**src/rtl/kamus_lsu.sv**
```systemverilog
// kamus_lsu -- load/store unit between execute and the L1D.
//
// Accepts one load or store per req_valid_i/req_ready_o handshake, issues it
// on a req/gnt/rvalid L1D port with byte enables, and returns the aligned,
// sign/zero-extended load data (or a store completion) as a one-cycle
// rsp_valid_o pulse. Only one transaction is ever outstanding.
//
// Parameters:
//   XLEN          data/address width (only 32 supported)
//   WAIT_TIMEOUT  cycles allowed in REQ+WAIT before aborting with an error;
//                 0 disables the timeout
//
// Optional feature macro: KAMUS_LSU_MISALIGN_EXC_EN
//   Defined     : misaligned half/word and reserved size complete at once
//                 with rsp_err_o=1 and never touch the L1D.
//   Not defined : offending low address bits are ignored, size 11 acts as
//                 a word access.
//
// Ports:
//   clk_i, rst_ni                 clock, synchronous active-low reset
//   req_valid_i / req_ready_o     request handshake from execute
//   req_we_i, req_size_i,         store flag, access size, zero-extend flag
//   req_unsigned_i
//   req_addr_i, req_wdata_i,      byte address, store data, dest reg tag
//   req_rd_i
//   mem_req_o / mem_gnt_i         L1D request handshake
//   mem_we_o, mem_be_o,           L1D write flag, byte enables,
//   mem_addr_o, mem_wdata_o       word-aligned address, lane-aligned data
//   mem_rvalid_i, mem_rdata_i     L1D load return
//   rsp_valid_o, rsp_rdata_o,     completion pulse, extended load data,
//   rsp_rd_o, rsp_err_o           echoed tag, access error

module kamus_lsu #(
    parameter int XLEN         = 32,
    parameter int WAIT_TIMEOUT = 255
) (
    input  logic            clk_i,
    input  logic            rst_ni,
    input  logic            req_valid_i,
    output logic            req_ready_o,
    input  logic            req_we_i,
    input  logic [1:0]      req_size_i,
    input  logic            req_unsigned_i,
    input  logic [XLEN-1:0] req_addr_i,
    input  logic [XLEN-1:0] req_wdata_i,
    input  logic [4:0]      req_rd_i,
    output logic            mem_req_o,
    input  logic            mem_gnt_i,
    output logic            mem_we_o,
    output logic [3:0]      mem_be_o,
    output logic [XLEN-1:0] mem_addr_o,
    output logic [XLEN-1:0] mem_wdata_o,
    input  logic            mem_rvalid_i,
    input  logic [XLEN-1:0] mem_rdata_i,
    output logic            rsp_valid_o,
    output logic [XLEN-1:0] rsp_rdata_o,
    output logic [4:0]      rsp_rd_o,
    output logic            rsp_err_o
);

    localparam int CNT_W     = (WAIT_TIMEOUT < 2) ? 1 : $clog2(WAIT_TIMEOUT + 1);
    localparam int TO_LAST_I = (WAIT_TIMEOUT > 0) ? (WAIT_TIMEOUT - 1) : 0;
    localparam logic [CNT_W-1:0] TO_LAST = TO_LAST_I[CNT_W-1:0];

    typedef enum logic [1:0] {
        S_IDLE,
        S_REQ,
        S_WAIT,
        S_RESP
    } state_t;

    state_t state_q, state_d;

    logic [XLEN-1:0]  addr_q;
    logic [1:0]       size_q;
    logic             we_q;
    logic             uns_q;
    logic [XLEN-1:0]  wdata_q;
    logic [4:0]       rd_q;
    logic [XLEN-1:0]  rdata_q;
    logic             err_q;
    logic [CNT_W-1:0] cnt_q;
    logic             timeout_hit;
    logic             misal_in;

    // Store byte enables for the addressed lane(s).
    function automatic logic [3:0] lane_be(input logic [1:0] sz, input logic [1:0] a);
        logic [3:0] be;
        case (sz)
            2'b00:   be = 4'b0001 << a;
            2'b01:   be = a[1] ? 4'b1100 : 4'b0011;
            default: be = 4'b1111;
        endcase
        return be;
    endfunction

    // Replicate sub-word store data so every lane carries it.
    function automatic logic [XLEN-1:0] lane_wdata(input logic [1:0] sz, input logic [XLEN-1:0] d);
        logic [XLEN-1:0] w;
        case (sz)
            2'b00:   w = {4{d[7:0]}};
            2'b01:   w = {2{d[15:0]}};
            default: w = d;
        endcase
        return w;
    endfunction

    // Pick the addressed byte/half out of the returned word and extend it.
    function automatic logic [XLEN-1:0] load_extend(input logic [XLEN-1:0] w,
                                                    input logic [1:0] sz,
                                                    input logic [1:0] a,
                                                    input logic uns);
        logic [7:0]      b;
        logic [15:0]     h;
        logic [XLEN-1:0] r;
        b = w[{a, 3'b000} +: 8];
        h = a[1] ? w[31:16] : w[15:0];
        case (sz)
            2'b00:   r = {{(XLEN-8){~uns & b[7]}}, b};
            2'b01:   r = {{(XLEN-16){~uns & h[15]}}, h};
            default: r = w;
        endcase
        return r;
    endfunction

`ifdef KAMUS_LSU_MISALIGN_EXC_EN
    always_comb begin
        misal_in = 1'b0;
        case (req_size_i)
            2'b01:   misal_in = req_addr_i[0];
            2'b10:   misal_in = (req_addr_i[1:0] != 2'b00);
            2'b11:   misal_in = 1'b1;
            default: misal_in = 1'b0;
        endcase
    end
`else
    assign misal_in = 1'b0;
`endif

    // Expiry fires on the cycle that would bring the count to WAIT_TIMEOUT.
    assign timeout_hit = (WAIT_TIMEOUT != 0) && (cnt_q == TO_LAST);

    always_ff @(posedge clk_i) begin
        if (!rst_ni) begin
            state_q <= S_IDLE;
        end else begin
            state_q <= state_d;
        end
    end

    // A grant or rvalid arriving in the expiry cycle takes priority.
    always_comb begin
        state_d = state_q;
        case (state_q)
            S_IDLE: begin
                if (req_valid_i) state_d = misal_in ? S_RESP : S_REQ;
            end
            S_REQ: begin
                if (mem_gnt_i)        state_d = we_q ? S_RESP : S_WAIT;
                else if (timeout_hit) state_d = S_RESP;
            end
            S_WAIT: begin
                if (mem_rvalid_i || timeout_hit) state_d = S_RESP;
            end
            S_RESP:  state_d = S_IDLE;
            default: state_d = S_IDLE;
        endcase
    end

    always_ff @(posedge clk_i) begin
        if (!rst_ni) begin
            addr_q  <= '0;
            size_q  <= '0;
            we_q    <= 1'b0;
            uns_q   <= 1'b0;
            wdata_q <= '0;
            rd_q    <= '0;
            rdata_q <= '0;
            err_q   <= 1'b0;
            cnt_q   <= '0;
        end else begin
            case (state_q)
                S_IDLE: begin
                    cnt_q <= '0;
                    if (req_valid_i) begin
                        addr_q  <= req_addr_i;
                        size_q  <= req_size_i;
                        we_q    <= req_we_i;
                        uns_q   <= req_unsigned_i;
                        wdata_q <= req_wdata_i;
                        rd_q    <= req_rd_i;
                        rdata_q <= '0;
                        err_q   <= misal_in;
                    end
                end
                S_REQ: begin
                    cnt_q <= cnt_q + 1'b1;
                    if (!mem_gnt_i && timeout_hit) err_q <= 1'b1;
                end
                S_WAIT: begin
                    cnt_q <= cnt_q + 1'b1;
                    if (mem_rvalid_i)
                        rdata_q <= load_extend(mem_rdata_i, size_q, addr_q[1:0], uns_q);
                    else if (timeout_hit)
                        err_q <= 1'b1;
                end
                default: ;
            endcase
        end
    end

    assign req_ready_o = (state_q == S_IDLE);
    assign mem_req_o   = (state_q == S_REQ);
    assign mem_we_o    = mem_req_o & we_q;
    assign mem_be_o    = mem_req_o ? lane_be(size_q, addr_q[1:0]) : 4'b0000;
    assign mem_addr_o  = {addr_q[XLEN-1:2], 2'b00};
    assign mem_wdata_o = lane_wdata(size_q, wdata_q);

    assign rsp_valid_o = (state_q == S_RESP);
    assign rsp_rdata_o = rsp_valid_o ? rdata_q : '0;
    assign rsp_rd_o    = rsp_valid_o ? rd_q : 5'd0;
    assign rsp_err_o   = rsp_valid_o & err_q;

endmodule

```
**config.mk**
```make
export PLATFORM = sky130hd
export DESIGN_NAME = kamus_lsu
export DESIGN_NICKNAME = d
export VERILOG_FILES = /design/src/rtl/kamus_lsu.sv
export SDC_FILE = /design/constraint.sdc
export NUM_CORES = 1
export LEC_CHECK = 0
export BUFFER_PORTS_ARGS = -buffer_cell sky130_fd_sc_hd__buf_2
export CORE_MARGIN = 10
export CORE_UTILIZATION = 45
export DETAILED_ROUTE_END_ITERATION = 16
export MAX_ROUTING_LAYER = met4
export PLACE_DENSITY = 0.74
export SYNTH_ARGS = -nofsm -noshare
export SYNTH_HDL_FRONTEND = slang
export SYNTH_SLANG_ARGS = --single-unit
```
**constraint.sdc**
```tcl
create_clock -name clk_i -period 1.9 [get_ports clk_i]
set_input_delay 0.38 -clock clk_i [delete_from_list [all_inputs] [get_ports clk_i]]
set_output_delay 0.38 -clock clk_i [all_outputs]
set_load 0.05 [all_outputs]
```
==> impl_metrics.tcl, run 1 <==
set metrics [dict create \
    outcome "finished, violations left" \
    violations "negative setup slack" \
    avgViaCountPerCell 5.25 \
    layout.cells.most_common_list "sky130_fd_sc_hd__nand2_1, sky130_fd_sc_hd__buf_2, sky130_fd_sc_hd__dfxtp_1, sky130_fd_sc_hd__a21oi_1, sky130_fd_sc_hd__buf_4" \
    worst-setup-path-type "reg -> out" \
    tritoncts_num_sinks 116 \
    drt_first_pass_iters 5 \
    syn_avg_cell_area_um2 7.95 \
    cts_buffers 17 \
    grt_setup_unrepaired "yes" \
    die_y_um 134 \
    detailed_place_hpwl_mm 13.2 \
    synth_cell_types 60 \
    timing.hold.worst.class "in -> reg" \
    design.core.area_um2 12700 \
    initial_core_util_pct 46.2 \
    cts_tree "built" \
    place.port_buffers 217 \
    drt.antenna.violating_nets 0 \
    gr-usage-all-layers_pct 21.3 \
    cap_viol_max_count 0 \
    clockBufferDepth 2 \
    route.vias.total 5853 \
    routabilityCongestion 0.855 \
    synthesis.yosys.warnings 0 \
    worst-endpoint-required_ps 1520 \
    power_density_cells_nw_per_um2 1310 \
    timing.critical_path.to_type "output port" \
    clock_insertion_delay_worst_skew_ps 400 \
    final_layout_fill_cell_count 1016 \
    seq_area_frac_synth_pct 39.6 \
    layout_worst_path_cycle_share_pct 102 \
    pin_count 220 \
    hold_path_startpoint "req_wdata_i[14]" \
    cts_htree_levels 4 \
    finClkSkew_ps 5.32 \
    wl_met3_mm 1.84 \
    fin_nets 1048 \
    grt_max_degree 74 \
    timing.final.max_slew_violations 0 \
    irDropWorstVdd_mv 0.993 \
    multi_input_area_um2 3230 \
    ys_dominant_reg_cell "sky130_fd_sc_hd__dfxtp_1" \
    grt_antenna_before_repair 2 \
    drt-wirelength-per-cell_um 18.0 \
    placement_rows 41 \
    r2r_start "state_q[1]" \
    route.met2.wl_mm 10.2 \
    met1Wirelength_mm 7.56 \
    global_route_wire_length_before_repair_mm 30.2 \
    rrSetupSlack_ps 100 \
    placement.cell_area_um2 6950 \
    cts.clk_slew.worst_paths_ps 50 \
    ys_async_sr_fraction_pct 0 \
    fp.dieArea_um2 18000 \
    die_x_um 134 \
    first_global_vias 5890 \
    static-leakage-power_nw 3.74 \
    post_layout_inst_area_um2 8520 \
    areaGrowthSynthToFinish_pct 45.5 \
    clockRootBuffer "sky130_fd_sc_hd__clkbuf_16" \
    post-route-min-period_ps 1940 \
    whs_path_depth 3 \
    worstPathMaxFanout 7 \
    hold_end "wdata_q[14]" \
    most_common_cell_after_layout_fill_and_taps_aside "sky130_fd_sc_hd__nand2_1" \
    post-route-drc-count 0 \
    hold_viol 0 \
    number_of_enable_type_register_cells_in_the_synthesized_netlist 0 \
    layout-drive-gt1-share_pct 41.1 \
    drt-total-wl_mm 20.1 \
    timing.rr.end "rdata_q[27]" \
    drt_first_iter_violations 465 \
    totalPowerFinal_w 0.0112 \
    cp-start-kind "register" \
    worst_ep_arrival_time_ps 1560 \
    yosys_register_bits 116 \
    top_layer "met4" \
    fmaxAchievable_mhz 515 \
    netlist_area_um2 5860 \
    rr_worst_depth 8 \
    global_route.overflow_total 0 \
    layout.area.seq_um2 2340 \
    setup_viol 25 \
    netlist_instances 737 \
    final_worst_setup_slack_ps -43.3 \
]
kinds of logic (layout without fill, tap and decap cells):
group / after synthesis / after routing / synth area share (%)
and+or+nand+nor: 305 / 305 / 24.2
AOI/OAI and AO/OA: 177 / 177 / 18.8
DFF: 116 / 116 / 39.6
buffers and inverters: 96 / 299 / 9.55
muxes: 28 / 28 / 5.21
adders and majority gates: 7 / 7 / 1.50
xor gates and xnor gates: 7 / 7 / 1.05
other: 1 / 4 / 0.0640
cell usage after synthesis (3+ instances only):
cell type                  number  area, um2
sky130_fd_sc_hd__a311oi_1       7       61.3
sky130_fd_sc_hd__mux2i_1       10        100
sky130_fd_sc_hd__xor2_1         6       52.6
sky130_fd_sc_hd__a21oi_1       90        450
sky130_fd_sc_hd__nor2b_1        8       50.1
sky130_fd_sc_hd__nor2_1        27        101
sky130_fd_sc_hd__o21ai_2       11       96.3
sky130_fd_sc_hd__nand2_1      191        717
sky130_fd_sc_hd__and2_1        40        250
sky130_fd_sc_hd__o21ai_0       28        140
sky130_fd_sc_hd__nand3_1        5       25.0
sky130_fd_sc_hd__nor3_1         3       15.0
sky130_fd_sc_hd__clkbuf_1      19       71.3
sky130_fd_sc_hd__or3_1          7       43.8
sky130_fd_sc_hd__buf_1         11       41.3
sky130_fd_sc_hd__dfxtp_1      116       2320
sky130_fd_sc_hd__buf_4         43        323
sky130_fd_sc_hd__a22oi_1        7       52.6
sky130_fd_sc_hd__ha_1           7       87.6
sky130_fd_sc_hd__and3b_1        8       70.1
sky130_fd_sc_hd__inv_1          6       22.5
sky130_fd_sc_hd__mux2_2        17        191
sky130_fd_sc_hd__o21ai_1        5       25.0
sky130_fd_sc_hd__a211o_1        7       61.3
sky130_fd_sc_hd__buf_6          3       33.8
sky130_fd_sc_hd__buf_2         12       60.1
sky130_fd_sc_hd__a22o_1         7       61.3
flip-flops by register name, indices dropped and copies added, names as in the netlist:
signal,count
rd_q,5
size_q,2
cnt_q,8
uns_q,1
addr_q,32
err_q,1
we_q,1
wdata_q,32
rdata_q,32
state_q,2
critical path, cell delays in order (launching register included):
cell and delay (ps):
sky130_fd_sc_hd__dfxtp_4 380, sky130_fd_sc_hd__nor2_4 140, sky130_fd_sc_hd__buf_6 160, sky130_fd_sc_hd__mux2_4 320, sky130_fd_sc_hd__buf_8 150
area by class of cell:
cell class | count | area share [%]
timing repair buffer | 262 | 25.0
clock inverter | 4 | 0.529
inverter | 8 | 0.352
multi-input combinational | 526 | 37.9
clock buffer | 25 | 6.17
tap | 172 | 2.53
antenna | 2 | 0.0587
sequential | 116 | 27.5
metrics by stage:
| stage | util [%] | TNS, ps | std cells | worst slack [ps] | hold slack, ps |
|---|---|---|---|---|---|
| floorplan | - | -528 | 738 | -90.0 | 407 |
| global placement | 54.9 | 0 | 1064 | 6.29 | 425 |
| detailed placement | 54.9 | -420 | 1064 | -112 | 434 |
| CTS | 63.5 | -158 | 1105 | -42.6 | 189 |
| global route | 67.2 | -2550 | 1115 | -85.5 | 197 |
| finish | 67.2 | -585 | 1115 | -43.3 | 206 |
power breakdown:
| part | internal, W | switching [W] | total [W] |
|---|---|---|---|
| clock network | 0.00201 | 0.00104 | 0.00305 |
| registers | 0.00283 | 0.000338 | 0.00317 |
| logic | 0.00181 | 0.00316 | 0.00497 |
layer usage:
| layer | vias up | GRT usage [%] |
|---|---|---|
| li1 | 2835 | - |
| met1 | 2693 | 22.5 |
| met2 | 285 | 35.7 |
| met3 | 40 | 7.58 |
| met4 | 0 | 8.28 |
| met5 | - | - |
worst max-delay path by stage:
stage | startpoint | to | slack [ps]
floorplan | state_q[1] | mem_be_o[3] | -90
detailed placement | addr_q[1] | rdata_q[16] | -110
finish | size_q[0] | mem_wdata_o[10] | -40
global route | size_q[0] | mem_wdata_o[10] | -90
CTS | size_q[1] | mem_wdata_o[13] | -40
global placement | mem_rdata_i[23] | rdata_q[18] | 6
timing repair:
item	CTS	global route
setup endpoints to repair	74	69
endpoints found under the hold margin	0	0
gates resized for setup	120	104
pin swaps	4	11
gates cloned	1	3
hold buffers	0	0
buffers inserted	11	5
Note: power is estimated with default switching activity, not from simulation.
==> run 2, diff against run 1 <==
--- a/config.mk
+++ b/config.mk
@@ -11,6 +11,7 @@
 export DETAILED_ROUTE_END_ITERATION = 16
 export MAX_ROUTING_LAYER = met4
 export PLACE_DENSITY = 0.74
+export SKIP_CTS_REPAIR_TIMING = 1
 export SYNTH_ARGS = -nofsm -noshare
 export SYNTH_HDL_FRONTEND = slang
 export SYNTH_SLANG_ARGS = --single-unit
==> run 2 against run 1 <==
Effect of this change: the flow still finishes with violations (negative setup slack); sequential share of layout area grew 0.87 points; first-iteration DRC count shrank 26%; largest cell class unchanged; die area is the same; combinational power shrank 6.0%; largest power group unchanged; worst hold slack lost 2.2 ps; critical path depth is the same.
==> impl_metrics.tcl, run 2 (synthesized netlist as in run 1, its figures left out) <==
set metrics [dict create \
    outcome "finished, violations left" \
    violations "negative setup slack" \
    drt-wirelength-per-cell_um 17.5 \
    timing.critical_path.to_type "output port" \
    clockRootBuffer "sky130_fd_sc_hd__clkbuf_16" \
    tritoncts_num_sinks 116 \
    timing.hold.worst.class "in -> reg" \
    pin_count 220 \
    post-route-min-period_ps 1990 \
    layout.cells.most_common_list "sky130_fd_sc_hd__nand2_1, sky130_fd_sc_hd__buf_2, sky130_fd_sc_hd__dfxtp_1, sky130_fd_sc_hd__a21oi_1, sky130_fd_sc_hd__buf_4" \
    drt-total-wl_mm 19.5 \
    hold_path_startpoint "req_wdata_i[15]" \
    placement_rows 41 \
    worst-endpoint-required_ps 1520 \
    fmaxAchievable_mhz 502 \
    cts_htree_levels 4 \
    totalPowerFinal_w 0.0109 \
    post-route-util_pct 65.3 \
    crit_start "size_q[0]" \
    route.vias.total 5805 \
    placement.cell_area_um2 6950 \
    die_x_um 134 \
    most_common_cell_after_layout_fill_and_taps_aside "sky130_fd_sc_hd__nand2_1" \
    layout_worst_path_cycle_share_pct 105 \
    first_global_vias 5621 \
    initial_core_util_pct 46.2 \
    cts_buffers 17 \
    setup-tns-final_ps -846 \
    die_y_um 134 \
    final_layout_fill_cell_count 1065 \
    cts.clk_slew.worst_paths_ps 50 \
    detailed_place_hpwl_mm 13.2 \
    gr-usage-all-layers_pct 19.9 \
    drt.antenna.violating_nets 0 \
    drt_first_pass_iters 4 \
    grt_setup_unrepaired "yes" \
    clock_insertion_delay_worst_skew_ps 410 \
    grt_antenna_before_repair 2 \
    wl_met3_mm 1.40 \
    cp-start-kind "register" \
    hold_viol 0 \
    layout.area.seq_um2 2340 \
    worst_ep_arrival_time_ps 1610 \
    r2r_start "size_q[0]" \
    met1Wirelength_mm 7.90 \
    setup_viol 21 \
    avgViaCountPerCell 5.21 \
    power_density_cells_nw_per_um2 1310 \
    worstPathMaxFanout 6 \
    cap_viol_max_count 0 \
    layout-drive-gt1-share_pct 41.1 \
    drt_first_iter_violations 342 \
    cts_tree "built" \
    static-leakage-power_nw 3.65 \
    grt_max_degree 74 \
    design.core.area_um2 12700 \
    worst-setup-path-type "reg -> out" \
    reg_top3 "addr_q x32, rdata_q x32, wdata_q x32" \
    routabilityCongestion 0.855 \
    post_layout_inst_area_um2 8270 \
    top_layer "met4" \
    post-route-drc-count 0 \
    irDropWorstVdd_mv 0.975 \
    route.met2.wl_mm 9.86 \
    fp.dieArea_um2 18000 \
    global_route.overflow_total 0 \
    place.port_buffers 217 \
    areaGrowthSynthToFinish_pct 41.2 \
    global_route_wire_length_before_repair_mm 28.4 \
    final_worst_setup_slack_ps -91.3 \
    timing.final.max_slew_violations 0 \
    fin_nets 1048 \
    multi_input_area_um2 3170 \
    finClkSkew_ps 5.27 \
    clockBufferDepth 2 \
]
run 2: cell types whose count changed in the layout (fill, tap and decap cells not counted), sizes merged:
| cell | before | now |
|---|---|---|
| buf | 256 | 253 |
| bufbuf | 1 | 0 |
| clkbuf | 30 | 33 |
| nor2 | 28 | 29 |
run 2: per-stage QoR:
| step | hold WS (ps) | worst slack, ps | instances |
|---|---|---|---|
| detailed placement | 434 | -112 | 1064 |
| finish | 204 | -91.3 | 1115 |
| global route | 198 | -136 | 1115 |
| floorplan | 407 | -90.0 | 738 |
| global placement | 425 | 6.29 | 1064 |
| CTS | 189 | -292 | 1093 |
run 2: layer usage:
metal	global-route usage (%)	vias up
li1	-	2842
met1	22.1	2702
met2	32.5	228
met3	7.09	33
met4	6.83	0
met5	-	-
run 2: final cells by class:
type | instances | area share [%]
Multi-Input combinational cell | 527 | 38.4
Sequential cell | 116 | 28.3
Timing Repair Buffer | 261 | 23.4
Clock buffer | 25 | 6.36
Tap cell | 172 | 2.60
Clock inverter | 4 | 0.545
Inverter | 8 | 0.363
Antenna cell | 2 | 0.0605
run 2: worst paths after layout:
kind / endpoint / slack (ps) / cells past startpoint
max: mem_wdata_o[10] / -90 / 4
min reg2reg: rd_q[0] / 450 / 2
max reg2reg: rdata_q[31] / 130 / 6
min: wdata_q[15] / 200 / 3
run 2: critical path, stage by stage (launching register included):
cell                      delay (ps)
sky130_fd_sc_hd__dfxtp_4         370
sky130_fd_sc_hd__buf_6           140
sky130_fd_sc_hd__nor2_4          210
sky130_fd_sc_hd__mux2_4          340
sky130_fd_sc_hd__buf_8           150
run 2: power by group:
part	switching (W)	internal, W
clock	0.00104	0.00201
sequential	0.000303	0.00283
combinational	0.00312	0.00155
==> run 3, diff against run 2 <==
--- a/config.mk
+++ b/config.mk
@@ -5,8 +5,9 @@
 export SDC_FILE = /design/constraint.sdc
 export NUM_CORES = 1
 export LEC_CHECK = 0
+export ABC_AREA = 1
 export BUFFER_PORTS_ARGS = -buffer_cell sky130_fd_sc_hd__buf_2
-export CORE_MARGIN = 10
+export CORE_MARGIN = 5
 export CORE_UTILIZATION = 45
 export DETAILED_ROUTE_END_ITERATION = 16
 export MAX_ROUTING_LAYER = met4
==> run 3 against run 2 <==
Effect of this change: the flow still finishes with violations (negative setup slack); non-clock buffer count decreased by 10; routed wire length decreased by 7.0%; area after synthesis increased by 1.0%; largest power group unchanged.
==> impl_metrics.tcl, run 3 <==
set metrics [dict create \
    avgViaCountPerCell 4.97 \
    seq_area_frac_synth_pct 39.3 \
    reg_top3 "addr_q x32, rdata_q x32, wdata_q x32" \
    post_layout_inst_area_um2 8290 \
    timing.final.max_slew_violations 0 \
    post-route-drc-count 0 \
    ys_async_sr_fraction_pct 0 \
    drt_first_iter_violations 330 \
    synthesis.yosys.warnings 0 \
    drt_first_pass_iters 5 \
    areaGrowthSynthToFinish_pct 40.1 \
    cp-start-kind "register" \
    cts_tree "built" \
    detailed_place_hpwl_mm 12.8 \
    most_common_cell_after_layout_fill_and_taps_aside "sky130_fd_sc_hd__nand2_1" \
    cap_viol_max_count 0 \
    placement_rows 41 \
    post-synth-top-area-fraction_pct 39.3 \
    layout_worst_path_cycle_share_pct 106 \
    static-leakage-power_nw 4.02 \
    number_of_enable_type_register_cells_in_the_synthesized_netlist 0 \
    cts_buffers 17 \
    worst-setup-path-type "reg -> out" \
    pin_count 220 \
    route.vias.total 6133 \
    gr-usage-all-layers_pct 22.6 \
    power_density_cells_nw_per_um2 1640 \
    clockBufferDepth 2 \
    synth_cell_types 36 \
    ys_dominant_reg_cell "sky130_fd_sc_hd__dfxtp_1" \
    finClkSkew_ps 9.25 \
    grtUsageMet2_pct 36.0 \
    post_synth_top_cells "sky130_fd_sc_hd__nand2_1, sky130_fd_sc_hd__nor2_1, sky130_fd_sc_hd__dfxtp_1" \
    fmaxAchievable_mhz 495 \
    layout-drive-gt1-share_pct 33.7 \
    totalPowerFinal_w 0.0136 \
    post-route-min-period_ps 2020 \
    post-route-util_pct 64.9 \
    clock_insertion_delay_worst_skew_ps 420 \
    clockRootBuffer "sky130_fd_sc_hd__clkbuf_16" \
    rrSetupSlack_ps 200 \
    fp.dieArea_um2 15500 \
    worstPathMaxFanout 7 \
    synth_largest_area_cell "sky130_fd_sc_hd__dfxtp_1" \
    design.core.area_um2 12800 \
    grt_setup_unrepaired "yes" \
    outcome "finished, violations left" \
    worst_ep_arrival_time_ps 1640 \
    grt.busiest_layer "met2" \
    violations "negative setup slack" \
    grt_antenna_before_repair 3 \
    die_y_um 125 \
    synth_top_cells_by_area "sky130_fd_sc_hd__dfxtp_1, sky130_fd_sc_hd__nand2_1, sky130_fd_sc_hd__nor2_1" \
    synthMostInstantiatedCell "sky130_fd_sc_hd__nand2_1" \
    timing.critical_path.to_type "output port" \
    place.port_buffers 217 \
    worst-endpoint-required_ps 1520 \
    placement.cell_area_um2 6950 \
    routabilityCongestion 0.919 \
    first_global_vias 5634 \
    met3_grt_util_pct 7.98 \
    fin_nets 1163 \
    drt-wirelength-per-cell_um 14.7 \
    grt_max_degree 62 \
    final_worst_setup_slack_ps -120 \
    syn_avg_cell_area_um2 6.87 \
    global_route_wire_length_before_repair_mm 28.0 \
    layout.cells.most_common_list "sky130_fd_sc_hd__nand2_1, sky130_fd_sc_hd__buf_2, sky130_fd_sc_hd__nor2_1, sky130_fd_sc_hd__dfxtp_1, sky130_fd_sc_hd__o21ai_0" \
    setup_viol 14 \
    netlist_instances 861 \
    drt.antenna.violating_nets 0 \
    initial_core_util_pct 46.3 \
    yosys_register_bits 116 \
    netlist_area_um2 5920 \
    global_route.overflow_total 0 \
    global_route.usage.met1_pct 26.4 \
    die_x_um 125 \
    cts_htree_levels 4 \
    irDropWorstVdd_mv 1.46 \
    placement.setup.worst_slack_ps 89.3 \
    cts.clk_slew.worst_paths_ps 50 \
    timing.hold.worst.class "in -> reg" \
    tritoncts_num_sinks 116 \
    hold_viol 0 \
    drt-total-wl_mm 18.2 \
]
==> run 3: cell types whose count changed after synthesis, sizes merged, moves of 8 or more <==
cell / delta
nor2: +129
mux2i: -11
inv: +76
a21oi: -28
o21ai: +58
and2: -40
mux2: -17
nor2b: -8
buf: -9
nand3: +13
and3b: -8
==> run 3: path summary, 6_finish.rpt <==
kind                         from         endpoint  cells past startpoint
setup / recovery        size_q[1]  mem_wdata_o[26]                      5
hold / removal    req_wdata_i[23]      wdata_q[23]                      3
setup reg to reg        addr_q[1]      rdata_q[19]                      7
hold reg to reg       rdata_q[16]      rdata_q[16]                      2
==> run 3: logic make-up after synthesis <==
kind of cell | share of synthesized area, %
buf+inv | 14.4
simple gates | 26.5
flops | 39.3
xor+xnor | 0.148
compound gates | 18.1
fa+ha+maj | 1.48
other cells | 0.0634
==> run 3: area by class of cell <==
type                            instances  area (um2)
Tap cell                              172         215
Fill cell                            1134        4480
Multi-Input combinational cell        576        2850
Clock inverter                         14         256
Inverter                               84         330
Sequential cell                       116        2330
Clock buffer                           18         429
Antenna cell                            4        10.0
Timing Repair Buffer                  251        1870
==> run 3: critical path, cell delays in order, from the launching register on <==
cell                       delay, ps
sky130_fd_sc_hd__dfxtp_4         360
sky130_fd_sc_hd__buf_12          130
sky130_fd_sc_hd__nor2_4          120
sky130_fd_sc_hd__inv_4            80
sky130_fd_sc_hd__o211ai_1        260
sky130_fd_sc_hd__buf_4           260
==> run 3: routing by layer <==
layer | routed length, um | part of all wire, % | up-vias
met3 | 1680 | 9.3 | 32
met1 | 7390 | 41 | 2745
met2 | 8700 | 48 | 283
met4 | 384 | 2.1 | 0
li1 | - | - | 3073
met5 | 0 | 0 | -
==> run 3: where the power goes <==
group / leakage [nW] / switching, W / internal [W]
Clock: 0.326 / 0.00116 / 0.00258
Sequential: 0.955 / 0.000384 / 0.00304
Combinational: 2.74 / 0.00438 / 0.00206
Total: 4.02 / 0.00592 / 0.00768
==> run 3: metrics by stage <==
step | setup TNS [ps] | instances | hold slack, ps
3_3_place_gp | 0 | 1182 | 450
6_report | -511 | 1235 | 203
4_1_cts | -15330 | 1214 | 196
2_1_floorplan | -2930 | 862 | 443
3_5_place_dp | 0 | 1182 | 454
5_1_grt | -2700 | 1234 | 211
